`config.mk`:
```
export PLATFORM = sky130hd
export DESIGN_NAME = fetch_stage
export DESIGN_NICKNAME = d
export VERILOG_FILES = /design/src/rtl/fetch_stage.sv
export SDC_FILE = /design/constraint.sdc
export NUM_CORES = 1
export LEC_CHECK = 0
export CAP_MARGIN = 5
export CORE_UTILIZATION = 45
export CTS_CLUSTER_DIAMETER = 100
export CTS_CLUSTER_SIZE = 28
export DETAILED_ROUTE_END_ITERATION = 8
export GPL_ROUTABILITY_DRIVEN = 1
export GPL_TIMING_DRIVEN = 0
export HOLD_SLACK_MARGIN = 0.02
export PLACE_DENSITY = 0.77
export SLEW_MARGIN = 25
export SYNTH_ARGS = -nofsm -noshare
export SYNTH_HDL_FRONTEND = slang
export SYNTH_SLANG_ARGS = --single-unit
```
`constraint.sdc`:
```
create_clock -name clock -period 2.08 [get_ports clock]
set_input_delay 0.208 -clock clock [delete_from_list [all_inputs] [get_ports clock]]
set_output_delay 0.208 -clock clock [all_outputs]
set_load 0.01 [all_outputs]
```
`src/rtl/fetch_stage.sv`:
```
// RV32I fetch stage + IF/ID register: zero-wait memory delivers PC_F's instruction on IF/ID next cycle.
// Backpressure: imem_ready low holds imem_addr; stall_D parks a ready instruction in HOLD with no request.
module fetch_stage #(
  parameter logic [31:0] RESET_PC  = 32'h0000_0000,
  parameter logic [31:0] NOP_INSTR = 32'h0000_0013
) (
  input  logic        clock,
  input  logic        async_reset,
  input  logic        stall_D,
  input  logic        flush_D,
  input  logic        pc_src_E,
  input  logic [31:0] target_PC_E,
  input  logic        predict_taken_D,
  input  logic [31:0] predicted_PC_address_D,
  output logic        imem_req,
  output logic [31:0] imem_addr,
  input  logic        imem_ready,
  input  logic [31:0] imem_rdata,
  output logic [31:0] instruction_D,
  output logic [31:0] PC_D,
  output logic [31:0] PC_plus_4_D,
  output logic        valid_D,
  output logic        fetch_busy
);

  typedef enum logic [1:0] {S_FETCH, S_DISCARD, S_HOLD} state_e;

  state_e      state_q, state_d;
  logic [31:0] pc_f_q, pc_f_d;
  logic [31:0] redirect_pc_q, redirect_pc_d;
  logic [31:0] hold_instr_q, hold_instr_d;
  logic [31:0] ifid_instr_q, ifid_instr_d;
  logic [31:0] ifid_pc_q, ifid_pc_d;
  logic [31:0] ifid_pc4_q, ifid_pc4_d;
  logic        ifid_vld_q, ifid_vld_d;

  logic        redirect;
  logic [31:0] target;
  logic [31:0] pc_f_plus4;
  logic        load;
  logic        bubble;
  logic [31:0] load_instr;

  // Execute-stage redirect outranks the decode prediction.
  assign redirect   = pc_src_E | predict_taken_D;
  assign target     = (pc_src_E ? target_PC_E : predicted_PC_address_D) & ~32'h3;
  assign pc_f_plus4 = pc_f_q + 32'd4;

  always_comb begin
    state_d       = state_q;
    pc_f_d        = pc_f_q;
    redirect_pc_d = redirect_pc_q;
    hold_instr_d  = hold_instr_q;
    load          = 1'b0;
    bubble        = 1'b0;
    load_instr    = imem_rdata;
    case (state_q)
      S_FETCH: begin
        if (imem_ready) begin
          if (redirect) begin
            pc_f_d = target;
            bubble = 1'b1;
          end else if (stall_D || flush_D) begin
            // Park the accepted word so a flush without redirect does not lose it.
            hold_instr_d = imem_rdata;
            state_d      = S_HOLD;
          end else begin
            load   = 1'b1;
            pc_f_d = pc_f_plus4;
          end
        end else begin
          bubble = 1'b1;
          if (redirect) begin
            redirect_pc_d = target;
            state_d       = S_DISCARD;
          end
        end
      end
      S_DISCARD: begin
        bubble = 1'b1;
        if (redirect) redirect_pc_d = target;
        if (imem_ready) begin
          pc_f_d  = redirect ? target : redirect_pc_q;
          state_d = S_FETCH;
        end
      end
      S_HOLD: begin
        if (redirect) begin
          pc_f_d  = target;
          bubble  = 1'b1;
          state_d = S_FETCH;
        end else if (!stall_D && !flush_D) begin
          load       = 1'b1;
          load_instr = hold_instr_q;
          pc_f_d     = pc_f_plus4;
          state_d    = S_FETCH;
        end
      end
      default: state_d = S_FETCH;
    endcase
  end

  always_comb begin
    ifid_instr_d = ifid_instr_q;
    ifid_pc_d    = ifid_pc_q;
    ifid_pc4_d   = ifid_pc4_q;
    ifid_vld_d   = ifid_vld_q;
    if (flush_D || (!stall_D && !load && bubble)) begin
      ifid_instr_d = NOP_INSTR;
      ifid_pc_d    = 32'd0;
      ifid_pc4_d   = 32'd0;
      ifid_vld_d   = 1'b0;
    end else if (!stall_D && load) begin
      ifid_instr_d = load_instr;
      ifid_pc_d    = pc_f_q;
      ifid_pc4_d   = pc_f_plus4;
      ifid_vld_d   = 1'b1;
    end
  end

  always_ff @(posedge clock or negedge async_reset) begin
    if (!async_reset) begin
      state_q       <= S_FETCH;
      pc_f_q        <= RESET_PC;
      redirect_pc_q <= 32'd0;
      hold_instr_q  <= NOP_INSTR;
      ifid_instr_q  <= NOP_INSTR;
      ifid_pc_q     <= 32'd0;
      ifid_pc4_q    <= 32'd0;
      ifid_vld_q    <= 1'b0;
    end else begin
      state_q       <= state_d;
      pc_f_q        <= pc_f_d;
      redirect_pc_q <= redirect_pc_d;
      hold_instr_q  <= hold_instr_d;
      ifid_instr_q  <= ifid_instr_d;
      ifid_pc_q     <= ifid_pc_d;
      ifid_pc4_q    <= ifid_pc4_d;
      ifid_vld_q    <= ifid_vld_d;
    end
  end

  assign imem_req      = async_reset && (state_q != S_HOLD);
  assign imem_addr     = pc_f_q;
  assign fetch_busy    = async_reset && (state_q != S_HOLD) && !imem_ready;
  assign instruction_D = ifid_instr_q;
  assign PC_D          = ifid_pc_q;
  assign PC_plus_4_D   = ifid_pc4_q;
  assign valid_D       = ifid_vld_q;

endmodule

```
==> results.txt, run 1 <==
status: complete, no violations
DR WL/cell: 21.4 um
critical path arrival: 2370 ps
port bufs: 228
Worst Path Buf+Inv: 3
initial core utilization: 45.9%
CTS tree: built
Mapped Nets: 1015
first-pass GRT wire length: 48500 um
Skew-Pair Late Insertion Delay: 440 ps
DR iter-0 viols: 711
Critical Path RT: 2390 ps
hold depth: 3
DP HPWL: 22400 um
cell area after layout: 13300 um^2
Post-Syn Area per Cell: 10.2 um^2
Max-Cap Viols: 0
vias: 8856
hold path startpoint: target_PC_E[5]
drt pass-1 iters: 6
Worst Hold Class: in -> reg
Cell variety after synth: 60
Seq pwr share: 45.1%
CP max stage delay: 680 ps
Leakage: 5.66 nW
Mapped Cells: 911
Ys Warns: 0
Reg clk slew, reported paths: 80 ps
GP Congestion: 0.924
most frequent cells in the layout: 225 x clkdlybuf4s50_1, 180 x dfrtp_1, 101 x o21ai_0
cell family with most CP delay: buffers and inverters
drt via density: 6.01
Logic pwr share: 20.9%
DP Area: 12000 um^2
total global routing overflow: 0
relative slew slack: 55.1%
Slew @ Worst Pin: 671 ps
Nets: 1295
Worst path slowest cell: clkdlybuf4s50_1
setup slack, reg-to-reg: 50 ps
antenna violations before repair: 1
number of flops mapped to enable cells by yosys: 0
CTS H-tree lvls: 4
worst-path fanout max: 10
filler instances: 1528
total die area: 21200 um^2
crit share post-route: 99.0%
residual DRC count: 0
Setup crit start kind: input port
Worst Skew: 13.6 ps
achievable frequency: 486 MHz
most common cell after layout, fill and taps aside: clkdlybuf4s50_1
Seq/Total Area, Yosys: 52.1%
final wirelength: 31600 um
Hold Path End: redirect_pc_q[5]
asr flop ratio synth: 100%
# setup viols final: 0
standard-cell rows: 52
critical path endpoint category: flip-flop
Multi-input gate area: 4320 um^2
area grow syn2layout: 42.8%
placed cell count: 1412
Psw: 0.00311 W
Die Span X: 146 um
Final Hold Viols: 0
Synth Flop Type: dfrtp_1
Post-Syn Area: 9280 um^2
Inserted Diodes: 0
maximum VDD drop: 0.586 mV
Finished Layout Cells: 1474
Int Pwr: 0.00695 W
Num CTS Buffers: 17
RSZ-0062 raised after global routing: true
flops & latches, synth: 193
clk sinks: 193
share of cells above drive strength 1: 16.2%
Slew Limit Fails: 0
worst r2r dst: imem_addr[5]
# IOs: 234
register cell area after layout: 4850 um^2
worst r2r src: state_q[1]
CORE AREA: 20200 um^2
Switching Fraction: 30.9%
post-route ant nets: 0
Period minus WS final: 2060 ps
vias in the first global route: 8535
DIE HEIGHT: 146 um
largest net degree at the start of global routing: 57
Clock power frac: 34.0%
PwrDens: 759 nW/um^2
Root Buffer: clkbuf_16
WS Path Type: in -> reg
crit-path cells: clkdlybuf4s50_1, clkinv_1, a211o_1, clkbuf_1, o22ai_1, a21oi_1
total track usage: 29.9%
clock buffer depth: 2
Reg2Reg Depth: 6
[metal layers]
layer	track usage, %	routed length [um]
met1	39.3	12700
met2	47.8	14800
met3	7.93	2900
met4	10.5	1060
met5	0	0
[worst reg2reg max path, cell delays in order, from the launching register on]
cell and delay, ps:
dfrtp_1 450, buf_4 220, nor4b_4 420, clkbuf_4 370, a221oi_1 180, o31a_1 170, o22ai_1 140
[sequential cells by signal, indices dropped and copies added, names as in the netlist]
register and cells:
PC_plus_4_D 30, PC_D 32, instruction_D 32, hold_instr_q 32
redirect_pc_q 32, state_q 2, imem_addr 32, valid_D 1
[synth_stat cells, types with 7 or more instances]
master	count	area share (%)
a21oi_1	48	2.6
a221oi_1	14	1.3
a22o_1	32	3.0
a22oi_1	7	0.57
a31oi_1	8	0.54
and2_1	7	0.47
and3_1	14	0.94
buf_2	22	1.2
clkbuf_1	43	1.7
dfrtp_1	187	50
inv_1	8	0.32
mux2_2	32	3.9
mux2i_1	34	3.7
nand2_1	91	3.7
nand3_1	18	0.97
nand4_1	10	0.67
nor2_1	51	2.1
nor3_1	18	0.97
o21ai_0	102	5.5
o22ai_1	41	2.8
xnor2_1	21	2.0
[worst max path at each step]
stage	startpoint	endpoint	slack [ps]	cells past startpoint
global route	predict_taken_D	redirect_pc_q[25]	-90	7
detailed placement	predict_taken_D	imem_addr[7]	-810	7
finish	predict_taken_D	redirect_pc_q[19]	20	6
global placement	async_reset	redirect_pc_q[11]	-7340	1
floorplan	imem_addr[2]	imem_addr[28]	20	6
CTS	state_q[0]	fetch_busy	-200	5
[final cells by class]
type | count | area share [%]
Inverter | 9 | 0.255
Clock inverter | 15 | 1.43
Tap cell | 270 | 2.55
Sequential cell | 193 | 36.6
Buffer | 69 | 2.73
Multi-Input combinational cell | 636 | 32.6
Timing Repair Buffer | 265 | 20.7
Clock buffer | 17 | 3.21
[timing repair]
item | in CTS | in global routing
resized for setup | 34 | 63
hold buffers | 9 | 0
hold endpoints to repair | 108 | 0
pin swaps | 5 | 5
gates cloned | 1 | 0
endpoints found under the setup margin | 174 | 169
setup buffers | 10 | 14
[metrics by stage]
step                      total power (W)  hold WS [ps]  util (%)  setup WS (ps)  setup TNS [ps]
after floorplan                   0.00548         -87.6         -           21.3               0
after global placement            0.00640           460      58.8          -7340        -1495350
after detailed placement          0.00647           156      59.2           -811          -90260
after CTS                         0.00994           381      64.2           -202           -4400
after global routing               0.0104           399      65.5          -86.0            -319
final                              0.0101           391      65.5           20.3               0
[cell families after synthesis]
| group | synth area share (%) |
|---|---|
| xor gates and xnor gates | 2.45 |
| adders and majority gates | 0.135 |
| muxes | 7.55 |
| buffers and inverters | 3.75 |
| and+or+nand+nor | 13.1 |
| AOI/OAI and AO/OA | 20.9 |
| DFF | 52.1 |
[power groups by stage]
stage,clock (W),combinational [W],sequential [W]
finish,0.00341,0.00210,0.00454
global route,0.00359,0.00225,0.00459
CTS,0.00343,0.00202,0.00449
detailed placement,0,0.00192,0.00455
global placement,0,0.00186,0.00453
floorplan,0,0.000951,0.00453
Power figures use the tool's default switching activity.
==> run 2, diff against run 1 <==
Settings changed: ABC_AREA from default to 0, TNS_END_PERCENT from default to 100.
==> results of run 2 <==
Final layout, timing and power as in run 1 (identical DEF).
==> run 3, diff against run 2 <==
Settings changed: CORE_MARGIN from default to 2, HOLD_SLACK_MARGIN 0.02 to 0.06.
==> run 3 against run 2 <==
Effect of this change:
- the flow now finishes with violations (negative setup slack)
- sequential share of layout area rose by 0.67 points
- non-clock buffer count is 14 lower
- first-iteration DRC count rose by 26%
- final cell count fell by 0.95%
- clock power is 2% lower
- sequential cell count stayed put
- combinational power decreased by 3%
- clock skew is 7.4 ps higher
- critical path type is now reg -> reg
- highest routed layer unchanged
- global-route usage decreased by 1.7 points
==> results.txt, run 3 (synthesis gave the netlist of run 1 again) <==
worst r2r src: state_q[1]
Worst Skew: 21.0 ps (+7.42 ps)
drt pass-1 iters: 5 (-1)
Finished Layout Cells: 1460 (-0.95%)
placed cell count: 1411 (-0.071%)
clock buffer depth: 2 (unchanged)
Reg2Reg Depth: 6 (unchanged)
drt via density: 5.97 (-0.64%)
CTS tree: built
final wirelength: 31100 um (-1.5%)
Design Power: 0.00993 W (-1.3%)
Worst Setup SP: state_q[1]
status: finished with violations
achievable frequency: 468 MHz (-3.6%)
post-route ant nets: 0 (unchanged)
CP max stage delay: 560 ps (-120 ps)
vias in the first global route: 8500 (-0.41%)
cell family with most CP delay: compound AO/OA/AOI/OAI gates
antenna violations before repair: 0 (-1)
DIE HEIGHT: 148 um (+1.4%)
critical path endpoint category: flip-flop
# IOs: 234 (unchanged)
port bufs: 228 (unchanged)
initial core utilization: 45.9% (unchanged)
Leakage: 5.53 nW (-2.3%)
Period minus WS final: 2140 ps (+77.9 ps)
worst-path fanout max: 10 (unchanged)
residual DRC count: 0 (unchanged)
Root Buffer: clkbuf_16
Critical Path RT: 2450 ps (+60 ps)
Num CTS Buffers: 17 (unchanged)
share of cells above drive strength 1: 15.2% (-0.99 points)
CORE AREA: 20200 um^2 (unchanged)
crit-path cells: buf_2, nor3b_2, a22oi_1, o21ai_0, a21oi_1, o21ai_0
Worst Hold Class: in -> async
DR iter-0 viols: 895 (+26%)
area grow syn2layout: 40.2%
most common cell after layout, fill and taps aside: clkdlybuf4s50_1
DP HPWL: 22600 um (+0.92%)
most frequent cells in the layout: 225 x clkdlybuf4s50_1, 181 x dfrtp_1, 102 x o21ai_0
vias: 8716 (-1.6%)
PwrDens: 763 nW/um^2 (+0.55%)
Worst Path Buf+Inv: 1 (-2)
clk sinks: 193 (unchanged)
setup slack, reg-to-reg: -60 ps (-110 ps)
relative slew slack: 54.5% (-0.61 points)
Max-Cap Viols: 0 (unchanged)
Setup crit start kind: flip-flop
total track usage: 28.2% (-1.7 points)
DR WL/cell: 21.3 um (-0.51%)
Slew Limit Fails: 0 (unchanged)
register cell area after layout: 4840 um^2 (about the same)
pre-CTS setup slack: -747 ps (+64.6 ps)
Reg clk slew, reported paths: 90 ps (about the same)
RSZ-0062 raised after global routing: true
WS Path Type: reg -> reg
Multi-input gate area: 4330 um^2 (+0.29%)
Setup WS post-layout: -57.5 ps (-77.9 ps)
critical path arrival: 2510 ps (+140 ps)
# setup viols final: 5 (+5)
Slew @ Worst Pin: 681 ps (+10.3 ps)
Skew-Pair Late Insertion Delay: 460 ps (+20 ps)
Inserted Diodes: 0 (unchanged)
standard-cell rows: 52 (unchanged)
Worst path slowest cell: nor3b_2
largest net degree at the start of global routing: 83 (+46%)
failing checks: negative setup slack
total global routing overflow: 0 (unchanged)
filler instances: 1601 (+4.8%)
Die Span X: 148 um (+1.4%)
most used cell, CP: o21ai_0
crit share post-route: 103% (+3.7 points)
total die area: 21800 um^2 (+2.8%)
Nets: 1281 (-1.1%)
maximum VDD drop: 0.573 mV (-2.3%)
Min Hold Slack: 289 ps (-102 ps)
first-pass GRT wire length: 47800 um (-1.4%)
Final Hold Viols: 0 (unchanged)
CTS H-tree lvls: 4 (unchanged)
worst r2r dst: imem_addr[17]
GP Congestion: 0.925 (about the same)
run 3: what timing repair did:
action | CTS | global route
pin swaps | 3 | 5
resized for setup | 23 | 55
hold endpoints to repair | 111 | 0
setup endpoints to repair | 177 | 113
gates cloned | 0 | 0
buffers inserted | 4 | 15
hold buffers | 2 | 0
run 3: stage by stage:
stage	setup TNS, ps	cell area, um^2	utilization [%]
5_1_grt	-2410	13000	64.3
3_3_place_gp	-1497090	11900	58.8
6_report	-120	13000	64.3
4_1_cts	-6980	12700	62.9
3_5_place_dp	-82990	12000	59.1
2_1_floorplan	0	9280	-
run 3: per-layer routing:
metal  global-route usage, %  vias up  wire length (um)
met5                       0        -                 0
met4                    8.22        0               714
met3                    7.19       61              2890
met2                    45.9      492             14800
met1                    37.6     4255             12700
li1                        -     3908                 -
run 3: worst max-delay path by stage:
stage	cells past startpoint	endpoint	slack, ps
6_report	6	imem_addr[17]	-60
3_3_place_gp	1	instruction_D[15]	-7380
2_1_floorplan	6	imem_addr[28]	20
4_1_cts	5	redirect_pc_q[27]	-240
3_5_place_dp	7	imem_addr[7]	-750
5_1_grt	7	redirect_pc_q[10]	-130
run 3: worst reg2reg max path, delay by kind of cell, from the launching register on:
family,cells,cell delay (ps)
AND/OR/NAND/NOR,1,560
buffers and inverters,1,230
AO/OA/AOI/OAI,4,830
flip-flops,1,440
run 3: area by class of cell:
type                            count  share of cell area, %
Timing Repair Buffer              251                   19.4
Multi-Input combinational cell    636                   33.3
Buffer                             69                   2.62
Sequential cell                   193                   37.2
Inverter                            9                  0.260
Tap cell                          270                   2.60
Clock inverter                     15                   1.38
Clock buffer                       17                   3.27
run 3: power breakdown:
part	switching (W)	total, W	internal (W)
Sequential	0.000399	0.00456	0.00416
Combinational	0.00104	0.00204	0.00100
Clock	0.00170	0.00333	0.00163
